$ cat src/rtl/rv16c_fetch_aligner.sv
// Fetch aligner: buffers 32-bit fetch words as halfwords, realigns mixed 16/32-bit
// streams and expands RV32C to 32-bit. Optional macro RV16C_ILLEGAL_TRAP_EN flags illegal encodings.
module rv16c_fetch_aligner #(
  parameter int              BUF_HW   = 4,
  parameter int              PC_W     = 32,
  parameter logic [PC_W-1:0] RESET_PC = '0
) (
  input  logic            i_clk,
  input  logic            i_rst,
  input  logic            i_fetch_valid,
  input  logic [31:0]     i_fetch_data,
  output logic            o_fetch_ready,
  input  logic            i_flush,
  input  logic [PC_W-1:0] i_flush_pc,
  output logic            o_valid,
  input  logic            i_ready,
  output logic [31:0]     o_instr,
  output logic [PC_W-1:0] o_pc,
  output logic            o_is_compressed,
  output logic            o_illegal
);

  // Both interfaces use valid/ready: a transfer happens on a rising edge where valid && ready;
  // the producer holds its payload stable while valid && !ready.
  localparam int PTR_W = $clog2(BUF_HW);
  localparam int CNT_W = PTR_W + 1;
  localparam logic [CNT_W-1:0] BUF_CNT  = CNT_W'(BUF_HW);
  localparam logic [31:0]      NOP      = 32'h0000_0013;
  localparam logic [6:0]       OP_IMM   = 7'h13;
  localparam logic [6:0]       OP_LOAD  = 7'h03;
  localparam logic [6:0]       OP_STORE = 7'h23;
  localparam logic [6:0]       OP_LUI   = 7'h37;
  localparam logic [6:0]       OP_REG   = 7'h33;
  localparam logic [6:0]       OP_JAL   = 7'h6f;
  localparam logic [6:0]       OP_JALR  = 7'h67;
  localparam logic [6:0]       OP_BR    = 7'h63;

  // Returns {illegal, expanded}; expanded is NOP whenever illegal is set.
  function automatic logic [32:0] expand_c(input logic [15:0] h);
    logic [31:0] r;
    logic        ill;
    logic [4:0]  rd, rs2, rdp, rs1p;
    logic [11:0] imm6s;
    r     = NOP;
    ill   = 1'b0;
    rd    = h[11:7];
    rs2   = h[6:2];
    rdp   = {2'b01, h[4:2]};
    rs1p  = {2'b01, h[9:7]};
    imm6s = {{7{h[12]}}, h[6:2]};
    case (h[1:0])
      2'b00: begin
        case (h[15:13])
          3'b000: begin
            if (h[12:5] == 8'd0) ill = 1'b1;
            else r = {2'b00, h[10:7], h[12:11], h[5], h[6], 2'b00, 5'd2, 3'b000, rdp, OP_IMM};
          end
          3'b010:  r = {5'b0, h[5], h[12:10], h[6], 2'b00, rs1p, 3'b010, rdp, OP_LOAD};
          3'b110:  r = {5'b0, h[5], h[12], rdp, rs1p, 3'b010, h[11:10], h[6], 2'b00, OP_STORE};
          default: ill = 1'b1;
        endcase
      end
      2'b01: begin
        case (h[15:13])
          3'b000: r = {imm6s, rd, 3'b000, rd, OP_IMM};
          3'b001, 3'b101:
            r = {h[12], h[8], h[10:9], h[6], h[7], h[2], h[11], h[5:3], h[12], {8{h[12]}},
                 (h[15] ? 5'd0 : 5'd1), OP_JAL};
          3'b010: r = {imm6s, 5'd0, 3'b000, rd, OP_IMM};
          3'b011: begin
            if ({h[12], h[6:2]} == 6'd0) ill = 1'b1;
            else if (rd == 5'd2)
              r = {{3{h[12]}}, h[4:3], h[5], h[2], h[6], 4'b0000, 5'd2, 3'b000, 5'd2, OP_IMM};
            else r = {{15{h[12]}}, h[6:2], rd, OP_LUI};
          end
          3'b100: begin
            case (h[11:10])
              2'b00: begin
                if (h[12]) ill = 1'b1;
                else r = {7'b0000000, h[6:2], rs1p, 3'b101, rs1p, OP_IMM};
              end
              2'b01: begin
                if (h[12]) ill = 1'b1;
                else r = {7'b0100000, h[6:2], rs1p, 3'b101, rs1p, OP_IMM};
              end
              2'b10: r = {imm6s, rs1p, 3'b111, rs1p, OP_IMM};
              default: begin
                // h[12]=1 selects the RV64-only SUBW/ADDW group
                if (h[12]) ill = 1'b1;
                else begin
                  case (h[6:5])
                    2'b00:   r = {7'b0100000, rdp, rs1p, 3'b000, rs1p, OP_REG};
                    2'b01:   r = {7'b0000000, rdp, rs1p, 3'b100, rs1p, OP_REG};
                    2'b10:   r = {7'b0000000, rdp, rs1p, 3'b110, rs1p, OP_REG};
                    default: r = {7'b0000000, rdp, rs1p, 3'b111, rs1p, OP_REG};
                  endcase
                end
              end
            endcase
          end
          default:
            r = {{4{h[12]}}, h[6:5], h[2], 5'd0, rs1p, {2'b00, h[13]}, h[11:10], h[4:3], h[12], OP_BR};
        endcase
      end
      2'b10: begin
        case (h[15:13])
          3'b000: begin
            if (h[12]) ill = 1'b1;
            else r = {7'b0000000, h[6:2], rd, 3'b001, rd, OP_IMM};
          end
          3'b010: begin
            if (rd == 5'd0) ill = 1'b1;
            else r = {4'b0000, h[3:2], h[12], h[6:4], 2'b00, 5'd2, 3'b010, rd, OP_LOAD};
          end
          3'b100: begin
            if (!h[12]) begin
              if (rs2 != 5'd0) r = {7'b0, rs2, 5'd0, 3'b000, rd, OP_REG};
              else if (rd == 5'd0) ill = 1'b1;
              else r = {12'd0, rd, 3'b000, 5'd0, OP_JALR};
            end else begin
              if (rs2 != 5'd0) r = {7'b0, rs2, rd, 3'b000, rd, OP_REG};
              else if (rd == 5'd0) r = 32'h0010_0073;
              else r = {12'd0, rd, 3'b000, 5'd1, OP_JALR};
            end
          end
          3'b110:  r = {4'b0000, h[8:7], h[12], rs2, 5'd2, 3'b010, h[11:9], 2'b00, OP_STORE};
          default: ill = 1'b1;
        endcase
      end
      default: ;
    endcase
    return {ill, r};
  endfunction

  logic [15:0]      hw_buf [BUF_HW];
  logic [PTR_W-1:0] rd_ptr, wr_ptr;
  logic [CNT_W-1:0] count, push_n, pop_n, avail, free;
  logic             skip_lo;
  logic [PC_W-1:0]  head_pc;
  logic             push, load, head_c, complete, c_ill;
  logic [15:0]      in_lo, h0, h1;
  logic [31:0]      c_exp, c_instr, load_instr;

  // Incoming halfwords bypass the buffer so a word accepted this cycle can be issued this edge.
  always_comb begin
    free          = BUF_CNT - count;
    o_fetch_ready = (free >= CNT_W'(2));
    push          = i_fetch_valid && o_fetch_ready && !i_flush;
    in_lo         = skip_lo ? i_fetch_data[31:16] : i_fetch_data[15:0];
    push_n        = push ? (skip_lo ? CNT_W'(1) : CNT_W'(2)) : '0;
    avail         = count + push_n;
    h0            = (count != '0) ? hw_buf[rd_ptr] : in_lo;
    if (count >= CNT_W'(2))      h1 = hw_buf[rd_ptr + PTR_W'(1)];
    else if (count == CNT_W'(1)) h1 = in_lo;
    else                         h1 = i_fetch_data[31:16];
    head_c        = (h0[1:0] != 2'b11);
    complete      = head_c ? (avail >= CNT_W'(1)) : (avail >= CNT_W'(2));
    load          = (!o_valid || i_ready) && complete && !i_flush;
    pop_n         = load ? (head_c ? CNT_W'(1) : CNT_W'(2)) : '0;
    {c_ill, c_exp} = expand_c(h0);
`ifdef RV16C_ILLEGAL_TRAP_EN
    c_instr       = c_ill ? {16'h0000, h0} : c_exp;
`else
    c_instr       = c_ill ? NOP : c_exp;
`endif
    load_instr    = head_c ? c_instr : {h1, h0};
  end

  always_ff @(posedge i_clk) begin
    if (push) begin
      if (skip_lo) begin
        hw_buf[wr_ptr] <= i_fetch_data[31:16];
      end else begin
        hw_buf[wr_ptr]              <= i_fetch_data[15:0];
        hw_buf[wr_ptr + PTR_W'(1)]  <= i_fetch_data[31:16];
      end
    end
  end

  always_ff @(posedge i_clk or posedge i_rst) begin
    if (i_rst) begin
      rd_ptr          <= '0;
      wr_ptr          <= '0;
      count           <= '0;
      skip_lo         <= RESET_PC[1];
      head_pc         <= RESET_PC;
      o_valid         <= 1'b0;
      o_instr         <= NOP;
      o_pc            <= RESET_PC;
      o_is_compressed <= 1'b0;
    end else if (i_flush) begin
      rd_ptr          <= '0;
      wr_ptr          <= '0;
      count           <= '0;
      skip_lo         <= i_flush_pc[1];
      head_pc         <= i_flush_pc;
      o_valid         <= 1'b0;
      o_pc            <= i_flush_pc;
    end else begin
      if (push) skip_lo <= 1'b0;
      wr_ptr <= wr_ptr + push_n[PTR_W-1:0];
      rd_ptr <= rd_ptr + pop_n[PTR_W-1:0];
      count  <= count + push_n - pop_n;
      if (load) begin
        o_valid         <= 1'b1;
        o_instr         <= load_instr;
        o_pc            <= head_pc;
        o_is_compressed <= head_c;
        head_pc         <= head_pc + (head_c ? PC_W'(2) : PC_W'(4));
      end else if (i_ready) begin
        o_valid <= 1'b0;
      end
    end
  end

`ifdef RV16C_ILLEGAL_TRAP_EN
  always_ff @(posedge i_clk or posedge i_rst) begin
    if (i_rst)        o_illegal <= 1'b0;
    else if (i_flush) o_illegal <= 1'b0;
    else if (load)    o_illegal <= head_c && c_ill;
  end
`else
  assign o_illegal = 1'b0;
`endif

endmodule

$ cat config.mk
export PLATFORM = sky130hd
export DESIGN_NAME = rv16c_fetch_aligner
export DESIGN_NICKNAME = d
export VERILOG_FILES = /design/src/rtl/rv16c_fetch_aligner.sv
export SDC_FILE = /design/constraint.sdc
export NUM_CORES = 1
export LEC_CHECK = 0
export CORE_ASPECT_RATIO = 0.6
export CORE_MARGIN = 1
export CORE_UTILIZATION = 30
export CTS_CLUSTER_SIZE = 8
export DETAILED_ROUTE_END_ITERATION = 6
export HOLD_SLACK_MARGIN = 0.05
export PLACE_DENSITY = 0.6
export SLEW_MARGIN = 20
export SYNTH_ARGS = -nofsm -noshare
export SYNTH_HDL_FRONTEND = slang
export SYNTH_SLANG_ARGS = --single-unit
$ cat constraint.sdc
create_clock -name i_clk -period 12.8 [get_ports i_clk]
set_input_delay 2.56 -clock i_clk [delete_from_list [all_inputs] [get_ports i_clk]]
set_output_delay 2.56 -clock i_clk [all_outputs]
set_load 0.1 [all_outputs]
# == Word-level counts from Yosys, hierarchy flattened ==
# Memories as Yosys holds them, arrays and structs flattened.
# Index checks and enable logic that the tools add are counted.
# word_totals
ram_bits,64
n_memories,1
output_inout_bits,68
ff_bits,106
# mem_list
name,words,word_bits,rd,rd_ports_with_merged_regs,write_ports,line_no,text
hw_buf,4,16,2,0,2,135,logic [15:0] hw_buf [BUF_HW];
# op_classes
eq_ne,15
n_reduce_logical,22
mux,62
bitwise,2
n_addsub,8
order_cmp,4
# ops
cell,n
$mux W32,7
$pmux W32 S3,2
$pmux W32 S5,1
$mux W25,5
$pmux W28 S4,1
$pmux W31 S3,1
$pmux W30 S3,1
$mux W16,5
$mux W31,2
$add A32 B3 Y32,1
$mux W30,1
$mux W29,1
$mux W28,1
$mux W21,1
$mux W1,20
$mux W20,1
$mux W2,6
$eq A3 B3 Y1 const B,3
$ge A3 B2 Y1 const B,3
$logic_not A8 Y1,1
$eq A2 B1 Y1 const B,3
$eq A2 B2 Y1 const B,3
$eq A3 B1 Y1 const B,2
$eq A3 B2 Y1 const B,2
26 further kinds,39

# == Logic depth before layout (Yosys ltp) ==
# Gate-level depths: netlist (run 1).
# logic_depth
word_depth,13
depth_mapped,21
depth_no_buf,20

# == Least setup slack after synthesis (run 1) ==
# Ideal clock, no wire load.
# synth_timing
kind,input to register
from,input i_flush
to,register count[2]
setup_slack_ps,7235
cell_stages,14
arrival_time_ps,5434
setup_time_ps,131
cell_sequence,clkbuf_1 > nor2_1 > and2_1 > ha_1 > fa_1 > nand2b_1 > o21a_1 > nand2_1 > nor2_1 > clkbuf_1 > nand2_1 > fa_1 > xnor2_1 > nor2_1
# synth_via
elab_chain_cells,11
# synth_lines
item,line_no,text
start: declaration,13,"input logic i_flush,"
$logic_not A1 Y1,"148, 158",
$logic_and A1 B1 Y1,148,push = i_fetch_valid && o_fetch_ready && !i_flush;
$mux W2,150,push_n = push ? (skip_lo ? CNT_W'(1) : CNT_W'(2)) : '0;
$add A3 B2 Y3,"151, 203",
$ge A3 B2 Y1 / $ge A3 B1 Y1 (equally long branches),157,complete = head_c ? (avail >= CNT_W'(1)) : (avail >= CNT_W'(2));
$mux W1,157,
$logic_and A1 B1 Y1 (2 in a row),158,load = (!o_valid || i_ready) && complete && !i_flush;
$mux W2,159,pop_n = load ? (head_c ? CNT_W'(1) : CNT_W'(2)) : '0;
$sub A3 B2 Y3,203,count <= count + push_n - pop_n;
$mux W3 *,191,end else if (i_flush) begin
end signal: assignment,203,
end: declaration,137,"logic [CNT_W-1:0] count, push_n, pop_n, avail, free;"
# Every way passes the cells marked *; elsewhere a longest branch is shown, timed or not.
# A chain may end at the register's enable or synchronous reset.

# == Final worst setup path (run 1) ==
# layout_timing
from,register count[2]
to,register head_pc[24]
# layout_via
elab_chain_cells,11
# layout_lines
item,line_no,text
$sub A3 B3 Y3,146,free = BUF_CNT - count;
$ge A3 B2 Y1,147,o_fetch_ready = (free >= CNT_W'(2));
$logic_and A1 B1 Y1 (2 in a row),148,
$mux W2,150,
$add A3 B2 Y3,151,avail = count + push_n;
$ge A3 B2 Y1 / $ge A3 B1 Y1 (equally long branches),157,
$mux W1,157,
$logic_and A1 B1 Y1 (2 in a row),158,
$reduce_bool A2 Y1 (no source line),--,
end signal: assignment,196,head_pc <= i_flush_pc;
end signal: assignment,209,head_pc <= head_pc + (head_c ? PC_W'(2) : PC_W'(4));
end: declaration,139,logic [PC_W-1:0] head_pc;
# Several ways; a longest one is shown, not always the timed one. The select of a mux whose other input is x is not followed.

==> results.ini, run 1 <==
[pwr]
ir_drop_v = 0.0001686
p_int_mw = 1.643
p_switching_mw = 2.235
seqPwrFrac_pct = 21.4
sw_frac_of_total_pct = 57.64
clkPwrFrac_pct = 13.6
p_comb_share_pct = 64.9
power_density_nw_per_um2 = 294.2
p_leak_nw = 4.771

[cts]
clk_pin_slew_ns = 0.08
clk_path_buf_depth = 2
worstSkewPairLatency_ns = 0.47
clock_sinks = 170
cts_tree = built
htreeDepth = 4
cts_hold_buf = 0
cts_buffers = 17
cts_resized = 0
root_buffer = clkbuf_16
postCtsSetupBuffers = 0

[routing]
wl_per_cell_um = 22.31
wl_met3_um = 3498
drtIter0Drc = 1203
firstDrtPassIters = 7
wl_met1_um = 18270
routed_wl_um = 38880
vias_per_cell = 5.698
ant_nets = 0
top_layer = met4
vias = 9932
wl_met2_um = 16440
drcViolationCount = 4

[floorplan]
fp.dieH_um = 149.4
die_area_um2 = 37010
initial_core_util_pct = 30.74
die_w_um = 247.7
rows = 53
io_pins = 137
core_um2 = 35350

[synthesis]
yosysWarnings = 0
synth_top_cell_area_share_pct = 23.72
synth_compound_area_share_pct = 18.68
synthesis.area_um2 = 10870
synth_edf_count = 64
synth_fa_ha_area_share_pct = 1.704
synthFlopType = dfrtp_1
ys_seq_area_share_pct = 42.13
avgSynthCellArea_um2 = 9.239
yosys-top-cells-area = dfrtp_1 (24%), edfxtp_1 (18%), nand2_1 (6.0%), mux2_2 (5.7%), a21oi_1 (4.5%)
ys_seq_elements = 170
synth_cells = 1176
synth_top_area_cell = dfrtp_1
synthArstFlopShare_pct = 62.35
syn_nets = 1258
synth.mux.area_fraction_pct = 13.25
synth.distinct_cells = 79
synth_top_family_by_area = compound AO/OA/AOI/OAI gates
synth-xor-area-share_pct = 2.902
synthSimpleGateAreaFrac_pct = 16.81

[hold_path]
hp-class = reg -> reg

[setup_path]
start_kind = register
path_class = reg -> reg
cp.required_ns = 13.11
crit_path_max_fanout = 21
arrival_ns = 6.58
end_kind = register

[global_routing]
overflow = 0
grt_pass1_wl_um = 59310
grt_max_degree = 92
grt_antenna_before_repair = 0
grt_usage_pct = 21.38
grt_pass1_vias = 9628

[sta]
hold_viol = 0
max_slew_margin_pct = 27.09
rsz0062_at_grt = no
finalSetupViolations = 0
period_share_pct = 49.00
min_period_ns = 6.271
clock.fmax_mhz = 159.5
tns_ns = 0
fin_skew_ns = 0.01281
slew_viol_final = 0
layout_setup_ws_ns = 6.529
worstMarginPinSlew_ns = 1.094

[finish]
final_common_cell = nand2_1
fillers = 3575
n_antenna_cell = 0
layout_common_cells = nand2_1 (173), clkdlybuf4s50_1 (135), nor2_1 (108)
drive_gt1_share_pct = 11.52
syn_to_final_growth_pct = 21.33
nets = 1345

[placement]
portBuffers = 135
dp_hpwl_um = 27340
gp_congestion = 0.9645
place_worst_setup_slack_ns = 6.166

[flow_run]
maxCapViolations = 0

[status]
status = finished, violations left
violations = design-rule violations

==> flip-flops by register name, indices dropped and copies added (netlist names) <==
signal           count
hw_buf              64
head_pc             32
o_instr             32
o_pc                32
count                3
rd_ptr               2
wr_ptr               2
o_is_compressed      1
o_valid              1
skip_lo              1
==> power groups by stage <==
stage	sequential [mW]	combinational [mW]	clock, mW
floorplan	1.53	1.06	0
global route	0.851	2.65	0.559
detailed placement	0.841	2.47	0
global placement	0.841	2.47	0
finish	0.831	2.52	0.529
CTS	0.834	2.48	0.541
==> logic make-up after synthesis <==
group / after synthesis
AND/OR/NAND/NOR: 407
AO/OA/AOI/OAI: 319
flip-flops: 170
multiplexers: 117
buffers and inverters: 113
XOR/XNOR: 36
adder cells (fa/ha/maj): 13
other: 1
==> layout make-up <==
class / instances / area, um^2 / share of cell area, %
sequential: 170 / 4579 / 34.74
clock inverter: 12 / 121.4 / 0.9207
multi-input combinational: 893 / 5834 / 44.26
tap: 467 / 584.3 / 4.432
timing repair buffer: 156 / 1509 / 11.45
clock buffer: 20 / 457.9 / 3.474
inverter: 25 / 96.34 / 0.7308
==> path summary, 6_finish.rpt <==
check	startpoint	to	slack (ns)	cells after the start
min reg2reg	o_instr[22]$_DFFE_PP0P_	o_instr[22]$_DFFE_PP0P_	0.50	1
max	count[2]$_DFF_PP0_	head_pc[24]$_DFFE_PP0N_	6.53	13
min	o_instr[22]$_DFFE_PP0P_	o_instr[22]$_DFFE_PP0P_	0.50	1
min in group asynchronous	i_rst	o_instr[29]$_DFFE_PP0P_	2.52	2
max in group asynchronous	i_rst	head_pc[0]$_DFFE_PP0P_	9.06	3
max reg2reg	count[2]$_DFF_PP0_	head_pc[24]$_DFFE_PP0N_	6.53	13
==> per-stage QoR <==
stage / cells / area (um^2) / power, mW / hold slack [ns] / util [%]
global placement: 1711 / 12600 / 3.312 / 0.4829 / 35.64
finish: 1743 / 13180 / 3.878 / 0.4988 / 37.30
detailed placement: 1711 / 12600 / 3.313 / 0.4829 / 35.66
floorplan: 1176 / 10870 / 2.589 / 0.4965 / -
CTS: 1743 / 13180 / 3.854 / 0.5009 / 37.30
global route: 1743 / 13180 / 4.059 / 0.5110 / 37.30
==> cell usage after synthesis, types with 6 or more instances <==
library cell	n
a211oi_1	9
a21oi_1	97
a22oi_1	11
a31oi_1	38
and2_1	9
and3_1	11
buf_2	11
buf_4	7
clkbuf_1	63
dfrtp_1	103
edfxtp_1	64
ha_1	10
inv_1	24
mux2_2	55
mux2i_1	46
mux4_2	16
nand2_1	173
nand2b_1	6
nand3_1	32
nand4_1	13
nor2_1	110
nor2b_1	10
nor3_1	15
nor4_1	6
o211ai_1	7
o21ai_0	59
o221ai_1	9
o22ai_1	20
o31ai_1	9
xnor2_1	9
xor2_1	27
==> worst max-delay path, stage by stage (launching register included) <==
cell and delay [ns]:
dfrtp_1 1.00, inv_1 0.14, ha_1 0.62, nor2b_2 0.95
nand2_1 0.32, and2_1 0.44, nand2_1 0.17, clkinv_1 0.54
ha_1 0.53, a21oi_1 0.13, nor4_1 0.81, nand4_1 0.20
xor2_1 0.18, a21oi_1 0.08
==> layer usage <==
layer  vias up  GRT usage (%)
met3        50          6.026
li1       4497              -
met4         0          6.043
met2       447          30.42
met5         -              0
met1      4938          31.23
No activity file was read; power rests on OpenSTA's default activity.
==> run 2, diff against run 1 <==
--- a/config.mk
+++ b/config.mk
@@ -11,7 +11,7 @@
 export CTS_CLUSTER_SIZE = 8
 export DETAILED_ROUTE_END_ITERATION = 6
 export HOLD_SLACK_MARGIN = 0.05
-export PLACE_DENSITY = 0.6
+export PLACE_DENSITY = 0.62
 export SLEW_MARGIN = 20
 export SYNTH_ARGS = -nofsm -noshare
 export SYNTH_HDL_FRONTEND = slang
==> constraint.sdc (replaced) <==
create_clock -name i_clk -period 5.44 [get_ports i_clk]
set_input_delay 1.088 -clock i_clk [delete_from_list [all_inputs] [get_ports i_clk]]
set_output_delay 1.088 -clock i_clk [all_outputs]
set_load 0.1 [all_outputs]
==> results.ini, run 2 (synthesis results as in run 1) <==
[sta]
period_share_pct = 82.90  ; was 49.00%
hold_viol = 0  ; unchanged
min_period_ns = 4.510  ; was 6.271 ns
slew_viol_final = 0  ; unchanged
clock.fmax_mhz = 221.7  ; was 159.5 MHz
worst_hold_slack_ns = 0.4973  ; was 0.4988 ns
finalSetupViolations = 0  ; unchanged
fin_skew_ns = 0.01582  ; was 0.01281 ns
max_slew_margin_pct = 29.18  ; was 27.09%
tns_ns = 0  ; unchanged
worstMarginPinSlew_ns = 1.059  ; was 1.094 ns
rsz0062_at_grt = no  ; unchanged

[status]
violations = design-rule violations  ; unchanged
status = finished, violations left  ; unchanged

[routing]
routed_wl_um = 38980  ; was 38880 um
wl_per_cell_um = 22.07  ; was 22.31 um
drtIter0Drc = 1283  ; was 1203
vias_per_cell = 5.711  ; was 5.698
ant_nets = 0  ; unchanged
vias = 10090  ; was 9932
firstDrtPassIters = 7  ; unchanged
drcViolationCount = 1  ; was 4

[pwr]
power_mw = 9.318  ; was 3.878 mW
ir_drop_v = 0.0004388  ; was 0.0001686 V
power_density_nw_per_um2 = 695.5  ; was 294.2 nW/um^2
p_leak_nw = 4.915  ; was 4.771 nW

[floorplan]
rows = 53  ; unchanged
fp.dieH_um = 149.4  ; unchanged
io_pins = 137  ; unchanged
die_w_um = 247.7  ; unchanged
initial_core_util_pct = 30.74  ; unchanged
core_um2 = 35350  ; unchanged
die_area_um2 = 37010  ; unchanged

[cts]
cts_resized = 0  ; unchanged
cts_hold_buf = 0  ; unchanged
worstSkewPairLatency_ns = 0.47  ; about the same
cts_tree = built  ; unchanged
postCtsSetupBuffers = 0  ; unchanged
clock_sinks = 170  ; unchanged
cts_buffers = 17  ; unchanged
root_buffer = clkbuf_16  ; unchanged
clk_path_buf_depth = 2  ; unchanged
htreeDepth = 4  ; unchanged
clk_pin_slew_ns = 0.08  ; about the same

[global_routing]
grt_antenna_before_repair = 0  ; unchanged
grt_usage_pct = 21.51  ; was 21.38%
grt_max_degree = 92  ; unchanged
grt_pass1_vias = 10070  ; was 9628
grt_pass1_wl_um = 60220  ; was 59310 um
overflow = 0  ; unchanged

[setup_path]
arrival_ns = 4.82  ; was 6.58 ns
path_class = reg -> reg  ; unchanged
end_kind = register  ; unchanged
crit_path_max_fanout = 6  ; was 21
start_kind = register  ; unchanged
cp.required_ns = 5.75  ; was 13.11 ns

[finish]
drive_gt1_share_pct = 13.09  ; was 11.52%
n_antenna_cell = 0  ; unchanged
top_register = hw_buf  ; unchanged
final_common_cell = nand2_1  ; unchanged
layout_common_cells = nand2_1 (173), clkdlybuf4s50_1 (135), nor2_1 (109)  ; was nand2_1 (173), clkdlybuf4s50_1 (135), nor2_1 (108)
fillers = 3552  ; was 3575
nets = 1368  ; was 1345
largest_reg_flops = 64  ; unchanged
syn_to_final_growth_pct = 23.30  ; was 21.33%

[placement]
dp_hpwl_um = 28060  ; was 27340 um
portBuffers = 135  ; unchanged
gp_congestion = 1.006  ; was 0.9645

[hold_path]
hp-class = reg -> reg  ; unchanged

[flow_run]
maxCapViolations = 0  ; unchanged

-- run 2: changes by cell type in the layout (fill, tap and decap cells not counted), sizes merged --
| cell | before | now |
|---|---|---|
| buf | 21 | 44 |
| clkbuf | 20 | 17 |
| clkinv | 5 | 8 |
| bufinv | 0 | 1 |
| clkinvlp | 1 | 0 |
-- run 2: where the power goes --
part           internal, mW  switching, mW  leakage (nW)
clock network         0.666          0.632         0.305
logic                  1.62           4.47          2.80
registers              1.70          0.231          1.81
total                  3.99           5.33          4.91
-- run 2: path summary, 6_finish.rpt --
check	from	end	slack (ns)	depth (start not counted)
worst max-delay path	count[1]$_DFF_PP0_	head_pc[24]$_DFFE_PP0N_	0.93	17
worst min-delay path	o_instr[13]$_DFFE_PP0P_	o_instr[13]$_DFFE_PP0P_	0.50	2
worst max register to register	count[1]$_DFF_PP0_	head_pc[24]$_DFFE_PP0N_	0.93	17
worst min register to register	o_instr[13]$_DFFE_PP0P_	o_instr[13]$_DFFE_PP0P_	0.50	2
max in group asynchronous	i_rst	o_instr[0]$_DFFE_PP1P_	3.22	3
min in group asynchronous	i_rst	o_instr[8]$_DFFE_PP0P_	1.15	2
-- run 2: layer usage --
metal / vias to the layer above / share of wire, % / GRT usage [%]
met2: 562 / 41 / 30.10
met3: 61 / 11 / 7.245
met1: 4903 / 46 / 31.29
li1: 4559 / - / -
met4: 0 / 1.9 / 5.491
met5: - / 0 / 0
-- run 2: per-stage QoR --
stage	area, um^2	utilization (%)	setup slack (ns)	cells
3_3_place_gp	12770	36.12	0.8098	1734
5_1_grt	13400	37.90	0.5464	1766
6_report	13400	37.90	0.9300	1766
2_1_floorplan	10870	-	0.8013	1176
3_5_place_dp	12770	36.12	0.7824	1734
4_1_cts	13390	37.88	0.9276	1766
-- run 2: critical path: stages (launching register included) --
cell and delay (ns):
dfrtp_1 0.44, inv_1 0.10, ha_1 0.19, ha_1 0.27, or3b_2 0.49, nand2_1 0.11
nor2_1 0.05, and2_1 0.18, ha_1 0.20, fa_1 0.43, xnor2_1 0.19, nand2b_1 0.11
o21a_1 0.14, nand2_1 0.12, nor4_1 0.88, nand4_1 0.20, xor2_1 0.17, a21oi_1 0.09
-- run 2: final cells by class --
| class | instances | area (um^2) | share of cell area, % |
|---|---|---|---|
| clock buffers | 17 | 425.4 | 3.175 |
| well taps | 467 | 584.3 | 4.362 |
| inverters | 25 | 96.34 | 0.7192 |
| multi-input cells | 893 | 5821 | 43.45 |
| clock inverters | 15 | 196.4 | 1.466 |
| flip-flops and latches | 170 | 4579 | 34.18 |
| repair buffers | 179 | 1694 | 12.65 |
==> run 3, diff against run 2 <==
==> constraint.sdc (replaced) <==
create_clock -name i_clk -period 4.1 [get_ports i_clk]
set_input_delay 0.82 -clock i_clk [delete_from_list [all_inputs] [get_ports i_clk]]
set_output_delay 0.82 -clock i_clk [all_outputs]
set_load 0.1 [all_outputs]
==> results.ini, run 3 (synthesis results as in run 1) <==
[finish]
top_register = hw_buf  ; unchanged
layout_common_cells = nand2_1 (170), clkdlybuf4s50_1 (134), nor2_1 (108)  ; was nand2_1 (173), clkdlybuf4s50_1 (135), nor2_1 (109)
largest_reg_flops = 64  ; unchanged
nets = 1424  ; was 1368
final_common_cell = nand2_1  ; unchanged
fillers = 3493  ; was 3552
layoutNonFillerInstCount = 1822  ; was 1766
final_area_um2 = 13890  ; was 13400 um^2
drive_gt1_share_pct = 17.86  ; was 13.09%
multi_input_area_um2 = 5876  ; was 5821 um^2
register_area_um2 = 4579  ; unchanged
n_antenna_cell = 0  ; unchanged
syn_to_final_growth_pct = 27.80  ; was 23.30%

[routing]
drcViolationCount = 4  ; was 1
drtIter0Drc = 1176  ; was 1283
vias_per_cell = 5.660  ; was 5.711
firstDrtPassIters = 7  ; unchanged
routed_wl_um = 40350  ; was 38980 um
ant_nets = 0  ; unchanged
vias = 10310  ; was 10090
wl_per_cell_um = 22.15  ; was 22.07 um

[floorplan]
fp.dieH_um = 149.4  ; unchanged
initial_core_util_pct = 30.74  ; unchanged
rows = 53  ; unchanged
io_pins = 137  ; unchanged
die_w_um = 247.7  ; unchanged
die_area_um2 = 37010  ; unchanged
core_um2 = 35350  ; unchanged

[setup_path]
crit_path_max_fanout = 3  ; was 6
reg2reg_depth = 19  ; was 17
arrival_ns = 4.33  ; was 4.82 ns
regToRegEndpoint = count[1]$_DFF_PP0_  ; was head_pc[24]$_DFFE_PP0N_
cp.required_ns = 4.46  ; was 5.75 ns
crit_family = adder cells  ; was simple AND/OR/NAND/NOR gates
cp_slowest_cell = fa_2  ; was nor4_1
start_kind = register  ; unchanged
regToRegSetupSlack_ns = 0.13  ; was 0.93 ns
worstPathCellList = inv_1 -> ha_1 -> ha_1 -> or3b_4 -> nand2_2 -> nor2_1 -> and2_4 -> ha_2 -> fa_2 -> xor2_1 -> a211oi_2 -> nand4_1 -> and2_4 -> nand2_4 -> nor2_4 -> ha_2 -> inv_2 -> fa_2 -> nor2b_1  ; was inv_1 -> ha_1 -> ha_1 -> or3b_2 -> nand2_1 -> nor2_1 -> and2_1 -> ha_1 -> fa_1 -> xnor2_1 -> nand2b_1 -> o21a_1 -> nand2_1 -> nor4_1 -> nand4_1 -> xor2_1 -> a21oi_1
critPathBufInv = 2  ; was 1
r2r-start = count[1]$_DFF_PP0_  ; unchanged
path_class = reg -> reg  ; unchanged
end_kind = register  ; unchanged
max_stage_delay_ns = 0.41  ; was 0.88 ns

[pwr]
power_mw = 12.80  ; was 9.318 mW
ir_drop_v = 0.0006371  ; was 0.0004388 V
p_leak_nw = 5.194  ; was 4.915 nW
power_density_nw_per_um2 = 921.5  ; was 695.5 nW/um^2

[global_routing]
overflow = 0  ; unchanged
grt_usage_pct = 22.04  ; was 21.51%
grt_max_degree = 92  ; unchanged
grt_pass1_wl_um = 60940  ; was 60220 um
grt_antenna_before_repair = 1  ; was 0
grt_pass1_vias = 9872  ; was 10070

[status]
status = finished, violations left  ; unchanged
violations = design-rule violations  ; unchanged

[cts]
cts_tree = built  ; unchanged
worstSkewPairLatency_ns = 0.47  ; about the same
clk_pin_slew_ns = 0.08  ; about the same
cts_buffers = 17  ; unchanged
clock_sinks = 170  ; unchanged
clk_path_buf_depth = 2  ; unchanged
cts_hold_buf = 0  ; unchanged
htreeDepth = 4  ; unchanged
root_buffer = clkbuf_16  ; unchanged

[flow_run]
maxCapViolations = 0  ; unchanged

[hold_path]
hold_path_end = o_instr[22]$_DFFE_PP0P_  ; was o_instr[13]$_DFFE_PP0P_
worstHoldStart = o_instr[22]$_DFFE_PP0P_  ; was o_instr[13]$_DFFE_PP0P_
hold_depth = 1  ; was 2
hp-class = reg -> reg  ; unchanged

[placement]
dp_cells = 1787  ; was 1734
gp_congestion = 0.9816  ; was 1.006
place_worst_setup_slack_ns = 0.02593  ; was 0.7824 ns
dp_hpwl_um = 29470  ; was 28060 um
placedInstanceArea_um2 = 13260  ; was 12770 um^2
portBuffers = 135  ; unchanged

[sta]
max_slew_margin_pct = 30.76  ; was 29.18%
worst_hold_slack_ns = 0.4932  ; was 0.4973 ns
hold_viol = 0  ; unchanged
min_period_ns = 3.972  ; was 4.510 ns
finalSetupViolations = 0  ; unchanged
rsz0062_at_grt = no  ; unchanged
layout_setup_ws_ns = 0.1279  ; was 0.9300 ns
fin_skew_ns = 0.01335  ; was 0.01582 ns
period_share_pct = 96.88  ; was 82.90%
slew_viol_final = 0  ; unchanged
clock.fmax_mhz = 251.8  ; was 221.7 MHz
worstMarginPinSlew_ns = 1.035  ; was 1.059 ns

[run 3: report_power, final]
group | switching, mW | internal, mW
combinational | 6.07 | 2.48
clock | 0.830 | 0.829
sequential | 0.327 | 2.26
total | 7.23 | 5.57
[run 3: cell type report]
class                   instances  share of cell area [%]
inverters                      25                  0.6938
repair buffers                235                   15.57
clock buffers                  18                   3.163
flip-flops and latches        170                   32.98
multi-input cells             893                   42.31
clock inverters                14                   1.072
well taps                     467                   4.208
[run 3: worst max path at each step]
stage / cells after the start / slack (ns) / endpoint / startpoint
3_3_place_gp: 12 / 0.14 / head_pc[17]$_DFFE_PP0N_ / i_flush
3_5_place_dp: 15 / 0.03 / head_pc[9]$_DFFE_PP0N_ / i_flush
2_1_floorplan: 20 / -0.001 / count[2]$_DFF_PP0_ / count[1]$_DFF_PP0_
4_1_cts: 19 / 0.02 / head_pc[9]$_DFFE_PP0N_ / count[0]$_DFF_PP0_
6_report: 19 / 0.13 / count[1]$_DFF_PP0_ / count[1]$_DFF_PP0_
5_1_grt: 19 / 0.008 / count[1]$_DFF_PP0_ / count[0]$_DFF_PP0_
[run 3: worst reg2reg max path, stage by stage, from the launching register on]
cell	delay, ns
dfrtp_1	0.39
inv_1	0.08
ha_1	0.19
ha_1	0.26
or3b_4	0.40
nand2_2	0.09
nor2_1	0.05
and2_4	0.16
ha_2	0.17
fa_2	0.37
xor2_1	0.18
a211oi_2	0.24
nand4_1	0.18
and2_4	0.20
nand2_4	0.08
nor2_4	0.04
ha_2	0.19
inv_2	0.05
fa_2	0.41
nor2b_1	0.14
[run 3: routing by layer]
metal | GRT usage (%) | wire length, um | part of all wire, % | vias to the layer above
li1 | - | - | - | 4670
met1 | 32.85 | 19070 | 47 | 5067
met2 | 29.37 | 16120 | 40 | 515
met3 | 7.425 | 4274 | 11 | 61
met4 | 6.718 | 887 | 2.2 | 0
met5 | 0 | 0 | 0 | -
[run 3: what timing repair did]
| action | in CTS | in global routing |
|---|---|---|
| buffers inserted | 0 | 3 |
| resized for setup | 0 | 7 |
| endpoints found under the setup margin | 0 | 59 |
[run 3: per-stage QoR]
step / util, % / setup TNS, ns
floorplan: - / -0.001426
global placement: 37.52 / 0
detailed placement: 37.52 / 0
CTS: 39.18 / 0
global route: 39.29 / 0
finish: 39.29 / 0
